--- config.mk ---
export PLATFORM = sky130hd
export DESIGN_NAME = pipe_stage_reg
export DESIGN_NICKNAME = d
export VERILOG_FILES = /design/src/rtl/pipe_stage_reg.sv
export SDC_FILE = /design/constraint.sdc
export NUM_CORES = 1
export LEC_CHECK = 0
export CAP_MARGIN = 25
export CORE_ASPECT_RATIO = 0.6
export CORE_MARGIN = 3
export CORE_UTILIZATION = 51
export CTS_CLUSTER_DIAMETER = 60
export DETAILED_ROUTE_END_ITERATION = 8
export PLACE_DENSITY = 0.86
export SYNTH_ARGS = -nofsm -noshare
export SYNTH_HDL_FRONTEND = slang
export SYNTH_SLANG_ARGS = --single-unit
export TNS_END_PERCENT = 5
--- constraint.sdc ---
create_clock -name clk -period 4.05 [get_ports clk]
set_clock_uncertainty 0.05 [all_clocks]
set_input_delay 0.6075 -clock clk [delete_from_list [all_inputs] [get_ports clk]]
set_output_delay 0.6075 -clock clk [all_outputs]
set_load 0.02 [all_outputs]
--- src/rtl/pipe_stage_reg.sv ---
// Elastic pipeline-stage register: valid/ready handshake, flush, and an optional
// two-entry skid buffer so in_ready comes straight from a flop.
module pipe_stage_reg #(
  parameter int DATA_W          = 90,
  parameter bit SKID            = 1'b1,
  parameter bit CLEAR_ON_BUBBLE = 1'b1
) (
  input  logic              clk,
  input  logic              rst,
  input  logic              in_valid,
  output logic              in_ready,
  input  logic [DATA_W-1:0] in_data,
  output logic              out_valid,
  input  logic              out_ready,
  output logic [DATA_W-1:0] out_data,
  input  logic              flush,
  output logic [1:0]        occupancy
);

  logic              main_valid, skid_valid, ready_q;
  logic [DATA_W-1:0] main_data, skid_data;
  logic [1:0]        occ;

  logic              main_valid_n, skid_valid_n;
  logic [DATA_W-1:0] main_data_n, skid_data_n;
  logic              fire_in, main_free;

  assign main_free = !main_valid || out_ready;
  assign in_ready  = SKID ? ready_q : main_free;
  assign fire_in   = in_valid && in_ready;

  // fire_in never coincides with skid_valid: in_ready is !skid_valid in that mode
  always_comb begin
    main_valid_n = main_valid;
    main_data_n  = main_data;
    skid_valid_n = skid_valid;
    skid_data_n  = skid_data;
    if (main_free) begin
      if (skid_valid) begin
        main_valid_n = 1'b1;
        main_data_n  = skid_data;
        skid_valid_n = 1'b0;
        if (CLEAR_ON_BUBBLE) skid_data_n = '0;
      end else if (fire_in) begin
        main_valid_n = 1'b1;
        main_data_n  = in_data;
      end else begin
        main_valid_n = 1'b0;
        if (CLEAR_ON_BUBBLE) main_data_n = '0;
      end
    end else if (fire_in && SKID) begin
      skid_valid_n = 1'b1;
      skid_data_n  = in_data;
    end
  end

  always_ff @(posedge clk) begin
    if (rst) begin
      main_valid <= 1'b0;
      skid_valid <= 1'b0;
      ready_q    <= 1'b1;
      occ        <= 2'd0;
      main_data  <= '0;
      skid_data  <= '0;
    end else if (flush) begin
      main_valid <= 1'b0;
      skid_valid <= 1'b0;
      ready_q    <= 1'b1;
      occ        <= 2'd0;
      if (CLEAR_ON_BUBBLE) begin
        main_data <= '0;
        skid_data <= '0;
      end
    end else begin
      main_valid <= main_valid_n;
      skid_valid <= skid_valid_n;
      main_data  <= main_data_n;
      skid_data  <= skid_data_n;
      ready_q    <= !skid_valid_n;
      occ        <= 2'(main_valid_n) + 2'(skid_valid_n);
    end
  end

  assign out_valid = main_valid;
  assign out_data  = main_data;
  assign occupancy = occ;

endmodule

==> flow_summary.toml <==
[final_layout]
mostFrequentLayoutCell = "clkdlybuf4s50_1"
fillerInstances = 872
layout_common_cells = "188 x clkdlybuf4s50_1, 184 x dfxtp_1, 92 x nor3_1"
final_cell_area_mm2 = 0.00901
fin_nets = 871
final_cells = 954
diodes = 0
final_util_pct = 73.6
drive_above_1_share_pct = 6.08
syn2layout_area_growth_pct = 38.2

[place]
post_dp_cell_area_mm2 = 0.00839
dpl.hpwl_mm = 11.4
place_ws_ps = 1280
port_buffers = 188
dp_cells = 921
gp_congestion = 0.865

[clocking]
cts.sinks = 185
numCtsBuffers = 17
postCtsSetupBuffers = 0
clock_tree.buffer_depth = 2
cts_tree = "yes"
clk_latency_ps = 410
clockRootBuffer = "clkbuf_16"
cts_resized = 0
path_clk_slew_ps = 70
hold_buffers = 0
htree_levels = 4

[timing]
fin_ws_ps = 1700
rsz0062_at_grt = "no"
setup_viol = 0
finalHoldViolations = 0
fin_crit_ps = 2350
drv_slew = 0
final.setup.tns_ps = 0
period_share_pct = 58.0
holdWs_ps = 433
worstMarginPinSlew_ps = 1060
slew_headroom_pct = 29.0
clock.fmax_mhz = 426

[pwr]
leakagePower_nw = 3.39
power_frac_comb_pct = 9.8
peakVddDrop_mv = 0.269
seq_power_share_pct = 47.8
intPower_mw = 2.96
switching_power_mw = 0.969
clockPowerShare_pct = 42.4
switching_share_pct = 24.7
cellPowerDensity_mw_per_mm2 = 436
power_mw = 3.93

[global_route]
grtUsageTotal_pct = 25.9
grt_max_degree = 93
grt_pass1_vias = 5840
antenna_found_initial = 0
overflow = 0
grt_pass1_wl_mm = 30.2

[logic_synthesis]
yosysUniqueCellTypes = 20
synth.avg_cell_area_um2 = 10.4
yosysWarnings = 0
synth_cells = 630
syn_area_mm2 = 0.00652
ys_ff_latch = 185
synth_nets = 725
ys_seq_area_share_pct = 56.8

[detailed_routing]
vias = 5983
first_iter_violations = 457
post_drt_wl_per_cell_um = 19.8
vias_per_cell = 6.27
drtPass1Iterations = 6
drc = 0
drt_wl_total_mm = 18.9
final_antenna_net_count = 0

[status]
outcome = "finished, final reports clean"

[setup_path]
end_kind = "flop"
worstPathRequired_ps = 4310
crit_slowest_cell = "buf_4"
critPathMaxFanout = 71
path_buf_inv = 2
startpoint_type = "input port"
critPathMaxStageDelay_ps = 720
cp.arrival_ps = 2610
cp_top_family = "buffers and inverters"
r2r_slack_ps = 1920
worstPathCellList = "clkdlybuf4s50_1 > nand2b_4 > buf_4 > nor2_1 > nor3_1"
criticalPathCategory = "input port to flop"

[floorplanning]
rows = 31
die_h_um = 93.6
boundaryPins = 189
fp.coreArea_mm2 = 0.0123
dieArea_mm2 = 0.0142
die_w_um = 152
start_util_pct = 53.2

[worst_hold_path]
hold_path_class = "flop to flop"

[flow_run]
max-cap-violations = 0
[routing by layer]
| layer | GRT usage, % | part of all wire [%] | vias to the layer above |
|---|---|---|---|
| li1 | - | - | 2698 |
| met4 | 7.33 | 1.4 | 0 |
| met3 | 6.61 | 8.3 | 29 |
| met1 | 34.8 | 44 | 2922 |
| met2 | 41.6 | 47 | 334 |
| met5 | 0 | 0 | - |
[Yosys cell counts, drive strengths merged]
| cell type | instances | area share [%] |
|---|---|---|
| clkbuf | 46 | 2.6 |
| nor3 | 93 | 7.2 |
| nor2b | 1 | 0.096 |
| and4b | 1 | 0.15 |
| a21oi | 2 | 0.15 |
| nand2 | 1 | 0.057 |
| xnor2 | 1 | 0.13 |
| a22o | 90 | 12 |
| a221oi | 90 | 12 |
| or2 | 1 | 0.096 |
| inv | 1 | 0.057 |
| nand2b | 1 | 0.096 |
| and3b | 1 | 0.13 |
| a211oi | 1 | 0.31 |
| nor2 | 91 | 5.2 |
| dfxtp | 185 | 57 |
| buf | 24 | 2.7 |
[layout make-up]
cell class,instances,area [µm²],share of cell area (%)
clock buffer,19,453,5.02
tap,165,206,2.29
clock inverter,13,151,1.68
multi-input combinational,374,2490,27.7
timing repair buffer,197,2000,22.2
sequential,185,3710,41.1
inverter,1,3.75,0.0416
[final timing paths]
check / start / end / cells after the start
worst min-delay path: skid_data[1]$_SDFFE_PP0P_ / skid_data[1]$_SDFFE_PP0P_ / 1
worst max-delay path: out_ready / out_data[66]$_SDFFE_PP0P_ / 5
worst min register to register: skid_data[1]$_SDFFE_PP0P_ / skid_data[1]$_SDFFE_PP0P_ / 1
worst max register to register: skid_valid$_SDFF_PP0_ / skid_data[8]$_SDFFE_PP0P_ / 4
[sequential cells by signal, indices dropped and copies added (netlist names), named ones only]
| register | flops |
|---|---|
| in_ready | 1 |
| occupancy | 2 |
| out_data | 90 |
| skid_data | 90 |
| skid_valid | 1 |
[kinds of logic (layout without fill, tap and decap cells)]
kind of cell	Yosys count	after routing	synth area share [%]
compound gates	183	183	24.6
flops	185	185	56.8
simple gates	190	190	13.1
buf+inv	71	230	5.37
xor+xnor	1	1	0.134
[power by group through the flow]
stage	Sequential [mW]	Combinational [mW]	Clock [mW]
after CTS	1.88	0.383	1.68
after floorplan	1.95	0.142	0
after global placement	1.92	0.371	0
after detailed placement	1.92	0.380	0
after global routing	1.88	0.411	1.77
final	1.88	0.385	1.67
No activity file was read; power rests on OpenSTA's default activity.
